--- config.mk ---
export PLATFORM = sky130hd
export DESIGN_NAME = pwd_rom_arbiter
export DESIGN_NICKNAME = d
export VERILOG_FILES = /design/src/rtl/pwd_rom_arbiter.sv
export SDC_FILE = /design/constraint.sdc
export NUM_CORES = 1
export LEC_CHECK = 0
export BUFFER_PORTS_ARGS = -buffer_cell sky130_fd_sc_hd__buf_4
export CORE_UTILIZATION = 30
export CTS_CLUSTER_SIZE = 28
export DETAILED_ROUTE_END_ITERATION = 7
export SETUP_SLACK_MARGIN = 0.2
export SLEW_MARGIN = 40
export SYNTH_ARGS = -nofsm -noshare
export SYNTH_HDL_FRONTEND = slang
export SYNTH_SLANG_ARGS = --single-unit
--- constraint.sdc ---
create_clock -name clk -period 2.62 [get_ports clk]
set_clock_uncertainty 0.2 [all_clocks]
set_input_delay 0.131 -clock clk [delete_from_list [all_inputs] [get_ports clk]]
set_output_delay 0.131 -clock clk [all_outputs]
set_load 0.02 [all_outputs]
--- src/rtl/pwd_rom_arbiter.sv ---
// pwd_rom_arbiter: shares one synchronous password ROM between NREQ requesters.
// Round-robin arbitration, one outstanding read, ROM latency hidden behind a
// gnt / rd_valid handshake. All outputs are registered.
// Optional feature: define ARB_LOCK_EN to add the lock input, which lets the
// previous owner keep the ROM for consecutive reads (e.g. a 4-digit fetch).
module pwd_rom_arbiter #(
  parameter int NREQ   = 2,
  parameter int AW     = 2,
  parameter int DW     = 4,
  parameter int RD_LAT = 2
) (
  input  logic               clk,
  input  logic               rst,
  input  logic [NREQ-1:0]    req,
  input  logic [NREQ*AW-1:0] req_addr,
`ifdef ARB_LOCK_EN
  input  logic [NREQ-1:0]    lock,
`endif
  output logic [NREQ-1:0]    gnt,
  output logic [NREQ-1:0]    rd_valid,
  output logic [DW-1:0]      rd_data,
  output logic [AW-1:0]      rom_addr,
  input  logic [DW-1:0]      rom_data,
  output logic               busy
);

  // Pointer/owner width; kept at least one bit so NREQ==1 still elaborates.
  localparam int PW = (NREQ > 1) ? $clog2(NREQ) : 1;
  // Wait counter only ever holds values up to RD_LAT-1.
  localparam int CW = (RD_LAT > 1) ? $clog2(RD_LAT) : 1;

  typedef enum logic [1:0] {IDLE, ISSUE, WAIT, CAPTURE} state_t;

  state_t            state_reg, state_next;
  logic [NREQ-1:0]   gnt_reg, gnt_next;
  logic [NREQ-1:0]   rd_valid_reg, rd_valid_next;
  logic [DW-1:0]     rd_data_reg, rd_data_next;
  logic [AW-1:0]     rom_addr_reg, rom_addr_next;
  logic              busy_reg, busy_next;
  logic [PW-1:0]     owner_reg, owner_next;
  logic [PW-1:0]     rr_ptr_reg, rr_ptr_next;
  logic [CW-1:0]     cnt_reg, cnt_next;

  logic              win_found;
  logic              lock_hold;
  logic [PW-1:0]     win_idx;
  logic [PW-1:0]     win_succ;
  logic [AW-1:0]     addr_arr [NREQ];

  // Unpack the per-requester address slices.
  generate
    for (genvar gi = 0; gi < NREQ; gi++) begin : g_addr
      assign addr_arr[gi] = req_addr[gi*AW +: AW];
    end
  endgenerate

  // Round-robin winner search upward from rr_ptr with wrap; lock may override.
  always_comb begin
    int sum;
    int succ;
    logic [PW-1:0] cand;
    win_found = 1'b0;
    win_idx   = '0;
    lock_hold = 1'b0;
    sum       = 0;
    cand      = '0;
    for (int off = 0; off < NREQ; off++) begin
      sum = int'(rr_ptr_reg) + off;
      if (sum >= NREQ) sum = sum - NREQ;
      cand = PW'(sum);
      if (!win_found && req[cand]) begin
        win_found = 1'b1;
        win_idx   = cand;
      end
    end
`ifdef ARB_LOCK_EN
    if (lock[owner_reg] && req[owner_reg]) begin
      win_found = 1'b1;
      win_idx   = owner_reg;
      lock_hold = 1'b1;
    end
`endif
    succ = int'(win_idx) + 1;
    if (succ >= NREQ) succ = 0;
    win_succ = PW'(succ);
  end

  // Next-state and next-output logic for the IDLE/ISSUE/WAIT/CAPTURE sequence.
  always_comb begin
    state_next    = state_reg;
    gnt_next      = '0;
    rd_valid_next = '0;
    rd_data_next  = rd_data_reg;
    rom_addr_next = rom_addr_reg;
    owner_next    = owner_reg;
    rr_ptr_next   = rr_ptr_reg;
    cnt_next      = cnt_reg;
    case (state_reg)
      IDLE: begin
        if (win_found) begin
          rom_addr_next     = addr_arr[win_idx];
          gnt_next[win_idx] = 1'b1;
          owner_next        = win_idx;
          if (!lock_hold) rr_ptr_next = win_succ;
          state_next        = ISSUE;
        end
      end
      ISSUE: begin
        cnt_next   = CW'(RD_LAT - 1);
        // With single-cycle ROM latency the data is already valid next cycle.
        state_next = (RD_LAT == 1) ? CAPTURE : WAIT;
      end
      WAIT: begin
        cnt_next = cnt_reg - CW'(1);
        if (cnt_reg <= CW'(1)) state_next = CAPTURE;
      end
      CAPTURE: begin
        rd_data_next            = rom_data;
        rd_valid_next[owner_reg] = 1'b1;
        state_next              = IDLE;
      end
      default: state_next = IDLE;
    endcase
    busy_next = (state_next != IDLE);
  end

  // Register state and all outputs; reset aborts any read in flight.
  always_ff @(posedge clk) begin
    if (!rst) begin
      state_reg    <= IDLE;
      gnt_reg      <= '0;
      rd_valid_reg <= '0;
      rd_data_reg  <= '0;
      rom_addr_reg <= '0;
      busy_reg     <= 1'b0;
      owner_reg    <= '0;
      rr_ptr_reg   <= '0;
      cnt_reg      <= '0;
    end else begin
      state_reg    <= state_next;
      gnt_reg      <= gnt_next;
      rd_valid_reg <= rd_valid_next;
      rd_data_reg  <= rd_data_next;
      rom_addr_reg <= rom_addr_next;
      busy_reg     <= busy_next;
      owner_reg    <= owner_next;
      rr_ptr_reg   <= rr_ptr_next;
      cnt_reg      <= cnt_next;
    end
  end

  assign gnt      = gnt_reg;
  assign rd_valid = rd_valid_reg;
  assign rd_data  = rd_data_reg;
  assign rom_addr = rom_addr_reg;
  assign busy     = busy_reg;

endmodule

## After elaboration in Yosys (flattened, before gate mapping)

Cells that the tools add are included.
Widths: inputs -> output; s select.

| word-level totals | value |
|---|---|
| bits of input ports | 12 |
| word-level logic and storage cells | 61 |
| register bits | 16 |
| output and inout port bits | 11 |

| cells by class | value |
|---|---|
| $add $sub $neg | 5 |
| mux-type cells | 22 |
| reductions and logical operators | 10 |
| order comparisons | 11 |
| equal/unequal tests | 3 |
| bitwise logic cells | 1 |

Operators with widths:

| cell | count |
|---|---|
| $mux 1 | 13 |
| $mux 2 | 5 |
| $lt 1x2->1 const B | 4 |
| $pmux 2 s4 | 1 |
| $ge 2x2->1 const B | 3 |
| $add 1x1->2 const B | 2 |
| $eq 2x2->1 const B | 2 |
| $reduce_and 2->1 | 2 |
| $reduce_bool 2->1 | 2 |
| $logic_and 1x1->1 | 3 |
| $reduce_and 3->1 | 1 |
| $sub 1x1->1 const B | 3 |
| $demux 1 s1 | 2 |
| $eq 2x1->1 const B | 1 |
| $ge 1x1->1 const B | 2 |
| $ge 1x2->1 const B | 1 |
| $logic_not 2->1 | 1 |
| $not 1->2 | 1 |
| $pmux 1 s2 | 1 |
| $le 1x1->1 const B | 1 |
| $logic_not 1->1 | 1 |

## Longest topological paths before layout

Gate-level depths: netlist of the first run.

| logic depth | value |
|---|---|
| depth in word-level cells | 12 |
| depth in mapped cells | 5 |
| gate-level depth less buffers | 5 |

## Worst setup path before layout of the first run

OpenSTA, ideal clock, no wires.

| timing | value |
|---|---|
| path type | register -> register |
| start point | register state_reg[0] |
| end point | register rom_addr_reg[0] (netlist: rom_addr[0]) |
| required time | 2.298 ns |
| library setup time | 0.122 ns |
| data arrival time | 1.120 ns |
| buffers on the path | 0 |
| setup slack | 1.178 ns |
| period minus slack after synthesis | 1.442 ns |
| stages on the path, launching flop included | 6 |
| cells stage by stage | dfxtp_1 inv_1 ha_1 o21ai_1 and3_1 a221o_1 |

| between the ends | value |
|---|---|
| longest elaborated chain between the ends | 2 |

Ends and longest elaborated chain:

| what | RTL line | RTL |
|---|---|---|
| start, declared | 34 | `state_t state_reg, state_next;` |
| start signal, assigned | 140 | `state_reg <= state_next;` |
| $logic_not 2->1 | 98 | `case (state_reg)` |
| $reduce_and 2->1 (no line) | - |  |
| end signal, assigned | 144 | `rom_addr_reg <= rom_addr_next;` |
| end, declared | 38 | `logic [AW-1:0] rom_addr_reg, rom_addr_next;` |

Every way passes these cells.
A chain may end at the register's enable or synchronous reset.

## Worst setup path after layout of the first run

Ends and elaborated chain as after synthesis.

==> results of run 1 <==
==> layer usage <==
layer	global-route usage (%)	vias to the layer above	wire length (µm)
li1	-	260	-
met1	14.5	236	458
met2	22.6	14	592
met3	7.54	6	65
met4	7.88	0	35
met5	0	-	0
==> worst max-delay path by stage <==
stage	from	end	slack, ns
after global placement	state_reg[0]$_SDFF_PN0_	rom_addr[1]$_SDFFE_PN0P_	1.11
final	state_reg[0]$_SDFF_PN0_	rom_addr[0]$_SDFFE_PN0P_	0.55
after floorplan	state_reg[0]$_SDFF_PN0_	rom_addr[0]$_SDFFE_PN0P_	1.18
after global routing	state_reg[0]$_SDFF_PN0_	rom_addr[1]$_SDFFE_PN0P_	0.38
after CTS	state_reg[0]$_SDFF_PN0_	rom_addr[1]$_SDFFE_PN0P_	0.54
after detailed placement	state_reg[0]$_SDFF_PN0_	rom_addr[1]$_SDFFE_PN0P_	1.09
==> power by group <==
| group | leakage (nW) | internal (mW) | switching (mW) | total (mW) |
|---|---|---|---|---|
| Sequential | 0.123 | 0.282 | 0.0284 | 0.310 |
| Clock | 0.0177 | 0.0567 | 0.0701 | 0.127 |
| Combinational | 0.295 | 0.144 | 0.132 | 0.276 |
| Total | 0.435 | 0.482 | 0.230 | 0.713 |
==> through the flow <==
step	instance area, µm²	setup slack (ns)	cells
finish	928	0.546	117
global route	928	0.383	117
CTS	928	0.539	117
detailed placement	751	1.09	98
global placement	751	1.11	98
floorplan	564	1.18	53
==> cell usage after synthesis <==
cell | count | area share, %
o21ai_1 | 1 | 0.89
and3_1 | 3 | 3.3
inv_1 | 2 | 1.3
o21a_1 | 1 | 1.3
nand2b_1 | 1 | 1.1
ha_1 | 3 | 6.7
buf_2 | 2 | 1.8
a221o_1 | 2 | 3.5
nor2b_1 | 5 | 5.5
or2_1 | 1 | 1.1
dfxtp_1 | 15 | 53
a32oi_1 | 1 | 1.6
nor2_1 | 2 | 1.3
a21boi_0 | 1 | 1.3
and4_4 | 1 | 2.0
nand3_1 | 1 | 0.89
nor3_1 | 1 | 0.89
and2_1 | 1 | 1.1
nand2_1 | 2 | 1.3
o21ai_0 | 1 | 0.89
mux2i_1 | 4 | 7.1
a21oi_1 | 2 | 1.8
==> worst register-to-register path: stages, from the launching register on <==
cell           delay, ns
dfxtp_1             0.36
inv_1               0.07
ha_1                0.28
nand3_1             0.11
a21oi_1             0.07
a221o_1             0.35
dlygate4sd3_1       0.54
==> cell families (layout without fill, tap and decap cells) <==
logic type / Yosys count / after routing / synth area share, %
and+or+nand+nor: 18 / 18 / 18.6
buffers and inverters: 4 / 43 / 3.10
AOI/OAI and AO/OA: 9 / 9 / 11.3
muxes: 4 / 4 / 7.10
adders and majority gates: 3 / 3 / 6.65
DFF: 15 / 15 / 53.2
==> final cells by class <==
class | count | area, µm²
clock buffers | 3 | 22.5
clock inverters | 1 | 5.00
fillers | 164 | 817
inverters | 2 | 7.51
multi-input cells | 34 | 246
flip-flops and latches | 15 | 300
well taps | 25 | 31.3
repair buffers | 37 | 315
==> qor.yml, run 1 <==
power.total_mw: 0.713
status: "finished clean"
whs_path_depth: 3
start_util_pct: 32.3
reg2regPathDepth: 6
io_pins: 23
cts_buffers: 3
hp-start: "req[0]"
reg2reg_slack_ns: 0.55
reg2reg_from: "state_reg[0]$_SDFF_PN0_"
largest_register_ffs: 4
insertion_delay_ns: 0.28
wl_per_cell_um: 9.84
worst-path-buf-inv: 2
hp-class: "in2reg"
nets: 108
cpLargestDelayFamily: "buffers and inverters"
grt_overflow: 0
gp_congestion: 0.773
clock-sinks: 15
holdBufCountCts: 15
drive_gt1_share_pct: 29.3
maxSlewHeadroom_pct: 79.8
crit_chain: "inv_1, ha_1, nand3_1, a21oi_1, a221o_1, dlygate4sd3_1"
ant_nets: 0
slowest_stage: "dlygate4sd3_1"
vias: 516
p_leak_nw: 0.435
critPathRequiredTime_ns: 2.60
slowest_delay_ns: 0.54
whs_ns: 0.00991
finalCritPeriodShare_pct: 79.2
area_growth_pct: 64.5
totalWireLength_um: 1150
rsz0062_at_grt: "no"
p_per_area_mw_per_mm2: 768
fmax_mhz: 482
peakVddDrop_mv: 0.465
grt_pass1_wl_um: 2000
start_kind: "flop"
setup_tns_ns: 0
final_common_cell: "buf_4"
crit_fanout: 8
dieArea_mm2: 0.00206
cp_data_arrival_time_ns: 2.05
h-tree-depth: 1
drtPass1Iterations: 4
insertedDiodeCount: 0
path_clk_slew_ns: 0.09
syn_inst: 53
grt_use_total_pct: 14.0
drt_iter0_drc: 2
whs_endpoint: "state_reg[0]$_SDFF_PN0_"
root_buffer: "clkbuf_4"
grt_max_degree: 15
ys_seq_area_share_pct: 53.2
cts.path.max_buffers: 2
final_cell_mix: "buf_4, dfxtp_1, dlygate4sd3_1"
core-area_mm2: 0.00175
avgSynthCellArea_um2: 10.6
post_drt_via_cell_ratio: 4.41
grt_pass1_vias: 497
drc_errors: 0
fin_util_pct: 53.2
cts_resized: 0
synth_warnings: 0
netlist_area_um2: 564
die_w_um: 45.4
critPathKind: "reg2reg"
synth_seq_cells: 15
antenna_found_initial: 0
maxCapViolCount: 0
period_needed_ns: 2.07
num_rows: 15
die_h_um: 45.4
reg2reg_to: "rom_addr[0]$_SDFFE_PN0P_"
cts_tree: "built"
worst_slew_pin_slew_ns: 0.302
setup_violations: 0
critPathCaptureType: "flop"
ys_types: 22
dp_hpwl_um: 763
synth_nets: 68
crit_cells: 6
cts_setup_buffers: 0
final_max_slew_viol_count: 0
io_buffers: 22
hold_viol: 0
No activity file was read; power rests on OpenSTA's default activity.
==> run 2, diff against run 1 <==
==> constraint.sdc (replaced) <==
create_clock -name clk -period 2 [get_ports clk]
set_clock_uncertainty 0.2 [all_clocks]
set_input_delay 0.1 -clock clk [delete_from_list [all_inputs] [get_ports clk]]
set_output_delay 0.1 -clock clk [all_outputs]
set_load 0.02 [all_outputs]
==> qor.yml, run 2 (synthesized netlist as in run 1, its figures left out) <==
fill_cells: 162  # -1.2%
maxSlewHeadroom_pct: 80.2  # +0.40 points
cts_resized: 0  # unchanged
io_pins: 23  # unchanged
maxCapViolCount: 0  # unchanged
grt_use_total_pct: 13.8  # -0.26 points
reg2regPathDepth: 5  # -1
peakVddDrop_mv: 0.660  # +42%
largest_register_ffs: 4  # unchanged
insertion_delay_ns: 0.28  # about the same
grt_use_met3_pct: 7.94  # +0.40 points
insertedDiodeCount: 0  # unchanged
hp-class: "reg2reg"
ant_nets: 0  # unchanged
multiInputGateArea_um2: 246  # unchanged
num_rows: 15  # unchanged
critPathKind: "reg2reg"
reg2reg_to: "rom_addr[1]$_SDFFE_PN0P_"
grt.met2_usage_pct: 23.2  # +0.58 points
reg2reg_slack_ns: 0.46  # -0.09 ns
fmax_mhz: 649  # +35%
nets: 104  # -3.7%
final_max_slew_viol_count: 0  # unchanged
start_util_pct: 32.3  # unchanged
p_per_area_mw_per_mm2: 1020  # +33%
dieArea_mm2: 0.00206  # unchanged
post_drt_via_cell_ratio: 4.27  # -3.3%
wl_per_cell_um: 10.1  # +2.8%
reg2reg_from: "state_reg[0]$_SDFF_PN0_"
root_buffer: "clkbuf_4"
path_clk_slew_ns: 0.09  # about the same
cts_tree: "built"
cp-endpoint: "rom_addr[1]$_SDFFE_PN0P_"
start_kind: "flop"
p_leak_nw: 0.402  # -7.7%
grtUsageMet1_pct: 13.7  # -0.77 points
grt_pass1_wl_um: 1950  # -2.4%
grt_overflow: 0  # unchanged
grt_max_degree: 15  # unchanged
core-area_mm2: 0.00175  # unchanged
cp_data_arrival_time_ns: 1.52  # -0.53 ns
clock-sinks: 15  # unchanged
setup_violations: 0  # unchanged
startpoint: "state_reg[0]$_SDFF_PN0_"
period_needed_ns: 1.54  # -0.534 ns
status: "finished clean"
whs_ns: 0.249  # +0.240 ns
critPathRequiredTime_ns: 1.98  # -0.62 ns
crit_fanout: 8  # unchanged
grt_pass1_vias: 475  # -4.4%
die_w_um: 45.4  # unchanged
rsz0062_at_grt: "no"
final_cell_mix: "buf_4, dfxtp_1, dlygate4sd3_1"
drive_gt1_share_pct: 30.7  # +1.3 points
cts.path.max_buffers: 2  # unchanged
die_h_um: 45.4  # unchanged
drc_errors: 0  # unchanged
totalWireLength_um: 1140  # -0.70%
dp_hpwl_um: 749  # -1.8%
cts_buffers: 3  # unchanged
worst_slew_pin_slew_ns: 0.296  # -0.00593 ns
h-tree-depth: 1  # unchanged
grt.busiest_layer: "met2"
area_growth_pct: 57.4
hold_viol: 0  # unchanged
gp_congestion: 0.773  # about the same
vias: 482  # -6.6%
drt_iter0_drc: 4  # +2
io_buffers: 22  # unchanged
critPathCaptureType: "flop"
finalCritPeriodShare_pct: 77.0  # -2.2 points
setup_tns_ns: 0  # unchanged
final_common_cell: "buf_4"
seq_area_um2: 300  # unchanged
drtPass1Iterations: 4  # unchanged
antenna_found_initial: 0  # unchanged
[run 2: cell types whose count changed in the layout (fill, tap and decap cells not counted)]
cell	change
dlygate4sd3_1	-4
[run 2: what timing repair did]
action                                 in CTS  in global routing
endpoints found under the hold margin      14                  0
setup buffers                               0                  0
hold buffers                               11                  0
[run 2: worst min-delay path by stage]
stage | from | end | slack, ns | cells after the start
3_5_place_dp | req_addr[0] | rom_addr[0]$_SDFFE_PN0P_ | 0.13 | 2
2_1_floorplan | req[1] | gnt[0]$_SDFF_PN0_ | 0.02 | 1
3_3_place_gp | req_addr[2] | rom_addr[0]$_SDFFE_PN0P_ | 0.13 | 2
5_1_grt | owner_reg$_SDFFE_PN0P_ | rd_valid[0]$_SDFF_PN0_ | 0.27 | 1
6_report | owner_reg$_SDFFE_PN0P_ | rd_valid[0]$_SDFF_PN0_ | 0.25 | 1
4_1_cts | owner_reg$_SDFFE_PN0P_ | rd_valid[0]$_SDFF_PN0_ | 0.25 | 1
[run 2: per-stage QoR]
step	setup WS, ns	cell area (µm²)	util, %	power [mW]	instances
2_1_floorplan	0.558	564	-	0.615	53
3_3_place_gp	0.492	751	43.0	0.726	98
3_5_place_dp	0.471	751	43.0	0.727	98
4_1_cts	0.466	888	50.9	0.914	113
5_1_grt	0.327	888	50.9	0.971	113
6_report	0.460	888	50.9	0.905	113
[run 2: power breakdown]
| group | internal, mW | switching [mW] |
|---|---|---|
| Combinational | 0.164 | 0.169 |
| Clock | 0.0742 | 0.0923 |
| Sequential | 0.369 | 0.0375 |
| Total | 0.607 | 0.298 |
[run 2: area by class of cell]
| class | instances | area share (%) |
|---|---|---|
| Multi-Input combinational cell | 34 | 27.7 |
| Timing Repair Buffer | 33 | 31.0 |
| Clock buffer | 3 | 2.54 |
| Inverter | 2 | 0.845 |
| Tap cell | 25 | 3.52 |
| Clock inverter | 1 | 0.563 |
| Sequential cell | 15 | 33.8 |
[run 2: routing by layer]
layer	part of all wire, %	routed length [µm]
met1	44	500
met2	50	575
met3	4.8	55
met4	0.96	11
met5	0	0
[run 2: worst max-delay path, cell delays in order (launching register included)]
cell and delay (ns):
dfxtp_1 0.33, inv_1 0.08, ha_1 0.27, o21ai_1 0.11, and3_1 0.19, a221o_1 0.25
==> run 3, diff against run 2 <==
--- a/config.mk
+++ b/config.mk
@@ -5,6 +5,7 @@
 export SDC_FILE = /design/constraint.sdc
 export NUM_CORES = 1
 export LEC_CHECK = 0
+export ABC_AREA = 1
 export BUFFER_PORTS_ARGS = -buffer_cell sky130_fd_sc_hd__buf_4
 export CORE_UTILIZATION = 30
 export CTS_CLUSTER_SIZE = 28
==> constraint.sdc (replaced) <==
create_clock -name clk -period 1.6 [get_ports clk]
set_clock_uncertainty 0.2 [all_clocks]
set_input_delay 0.08 -clock clk [delete_from_list [all_inputs] [get_ports clk]]
set_output_delay 0.08 -clock clk [all_outputs]
set_load 0.02 [all_outputs]
==> qor.yml, run 3 <==
reg2regPathDepth: 8  # +3
cts_tree: "built"
num_rows: 15  # unchanged
critPathCaptureType: "flop"
slowest_stage: "dlygate4sd3_1"
cts_buffers: 3  # unchanged
ant_nets: 0  # unchanged
drt_iter0_drc: 8  # +4
syn_inst: 71  # +34%
cp-endpoint: "busy$_SDFF_PN0_"
grt_max_degree: 10  # -5
path_clk_slew_ns: 0.08  # about the same
drive_gt1_share_pct: 30.6  # -0.13 points
grt_pass1_wl_um: 2240  # +15%
hp-class: "reg2reg"
synth_common_cells: "nor2_1, dfxtp_1, nand2_1, inv_1, o21ai_0"
critPathKind: "in2reg"
synth_warnings: 0  # unchanged
nets: 124  # +19%
antenna_found_initial: 0  # unchanged
totalWireLength_um: 1370  # +20%
area_growth_pct: 60.4
async_reset_ff_share_pct: 0  # unchanged
yosysTopAreaCell: "dfxtp_1"
whs_ns: 0.246  # -0.00327 ns
insertion_delay_ns: 0.28  # about the same
crit_chain: "dlygate4sd3_1, buf_4, nor2_2, nand2_1, mux2i_1, o21ai_0"
hold_viol: 0  # unchanged
ys.flop_type: "dfxtp_1"
cts.path.max_buffers: 2  # unchanged
ys_seq_area_share_pct: 52.2  # -1.0 points
wl_per_cell_um: 10.3  # +1.9%
core-area_mm2: 0.00176  # +1.1%
startpoint: "req[1]"
crit_fanout: 6  # -2
synthTopCellsByArea: "dfxtp_1, nor2_1, ha_1"
netlist_area_um2: 576  # +2.0%
final_cell_mix: "buf_4, nor2_1, dfxtp_1"
setup_violations: 0  # unchanged
finalCritPeriodShare_pct: 83.2
post_drt_via_cell_ratio: 4.20  # -1.5%
start_kind: "input pin"
final_common_cell: "buf_4"
cp_data_arrival_time_ns: 1.29  # -0.23 ns
synth_edf_count: 0  # unchanged
reg2reg_to: "rom_addr[0]$_SDFFE_PN0P_"
power.total_mw: 1.09  # +21%
gp_congestion: 0.717  # -7.4%
fill_cells: 169  # +4.3%
avgSynthCellArea_um2: 8.11  # -24%
setup_tns_ns: 0  # unchanged
fin_util_pct: 52.3  # +1.4 points
period_needed_ns: 1.33
p_leak_nw: 0.452  # +12%
io_buffers: 22  # unchanged
cts_setup_buffers: 0  # unchanged
synth_top_area_share_pct: 52.2  # -1.0 points
reg2reg_slack_ns: 0.30  # -0.16 ns
peakVddDrop_mv: 0.720  # +9.1%
die_w_um: 45.8  # +0.95%
worst_slew_pin_slew_ns: 0.253  # -0.0432 ns
reg2reg_from: "state_reg[1]$_SDFF_PN0_"
h-tree-depth: 1  # unchanged
ys_types: 17  # -23%
rsz0062_at_grt: "yes"
grt_pass1_vias: 519  # +9.3%
maxSlewHeadroom_pct: 83.0  # +2.8 points
root_buffer: "clkbuf_4"
insertedDiodeCount: 0  # unchanged
die_h_um: 45.8  # +0.95%
drc_errors: 0  # unchanged
synth_nets: 86  # +26%
maxCapViolCount: 0  # unchanged
drtPass1Iterations: 4  # unchanged
io_pins: 23  # unchanged
dp_hpwl_um: 822  # +9.7%
status: "finished clean"
vias: 559  # +16%
synth_seq_cells: 15  # unchanged
largest_register_ffs: 4  # unchanged
synth.most_common_cell: "nor2_1"
critPathRequiredTime_ns: 1.56  # -0.42 ns
p_per_area_mw_per_mm2: 1190  # +16%
start_util_pct: 32.6  # +0.29 points
grt_use_total_pct: 15.8  # +2.0 points
final_max_slew_viol_count: 0  # unchanged
fmax_mhz: 751
dieArea_mm2: 0.00210  # +1.9%
grt_overflow: 0  # unchanged
slowest_delay_ns: 0.56  # +0.23 ns
clock-sinks: 15  # unchanged
run 3: cell count changes in the layout (fill, tap and decap cells not counted), sizes merged, moves of 2 or more:
cell	change
nor2	+16
o21ai	+4
nand2	+9
a221o	-2
mux2i	-3
nand4	+2
inv	+6
nor2b	-5
and3	-2
run 3: cell families after synthesis:
family,after synthesis,share of synthesized area (%)
fa+ha+maj,3,6.52
simple gates,35,26.1
compound gates,8,7.61
flops,15,52.2
buf+inv,9,5.87
mux,1,1.74
run 3: power breakdown:
group,leakage (nW),switching (mW),internal (mW)
sequential,0.123,0.0358,0.443
clock,0.0150,0.110,0.0967
combinational,0.314,0.224,0.185
run 3: area by class of cell:
type                       instances  area (µm²)  area share, %
inverter                           9        33.8           3.66
timing repair buffer              33         275           29.8
clock buffer                       4        26.3           2.85
sequential                        15         300           32.5
multi-input combinational         47         256           27.8
tap                               25        31.3           3.39
run 3: critical path: cells and delay by family:
kind                   cells  cell delay (ns)
AOI/OAI and AO/OA          1             0.10
muxes                      1             0.17
buffers and inverters      2             0.73
and+or+nand+nor            2             0.20
run 3: what timing repair did:
item	in CTS	in global routing
gates resized for setup	1	3
endpoints found under the setup margin	3	3
hold buffers	11	0
endpoints found under the hold margin	15	0
run 3: stage by stage:
step	instance area, µm²	cells	worst slack [ns]
after global routing	923	133	0.198
after detailed placement	772	118	0.174
after global placement	772	118	0.208
after CTS	911	133	0.206
final	923	133	0.269
after floorplan	576	71	0.291
run 3: worst min path at each step:
stage	cells after the start	startpoint	slack [ns]	endpoint
floorplan	2	rst	-0.009	state_reg[1]$_SDFF_PN0_
global placement	3	rom_data[1]	0.11	rd_data[1]$_SDFFE_PN0N_
detailed placement	3	rom_data[1]	0.11	rd_data[1]$_SDFFE_PN0N_
CTS	1	owner_reg$_SDFFE_PN0P_	0.25	rd_valid[0]$_SDFF_PN0_
global route	1	owner_reg$_SDFFE_PN0P_	0.27	rd_valid[0]$_SDFF_PN0_
finish	1	owner_reg$_SDFFE_PN0P_	0.25	rd_valid[0]$_SDFF_PN0_
run 3: metal layers:
layer | global-route usage [%] | wire length (µm) | vias up
met5 | 0 | 0 | -
met4 | 8.82 | 19 | 0
met3 | 4.76 | 52 | 2
met2 | 26.6 | 713 | 12
met1 | 17.5 | 585 | 246
li1 | - | - | 299
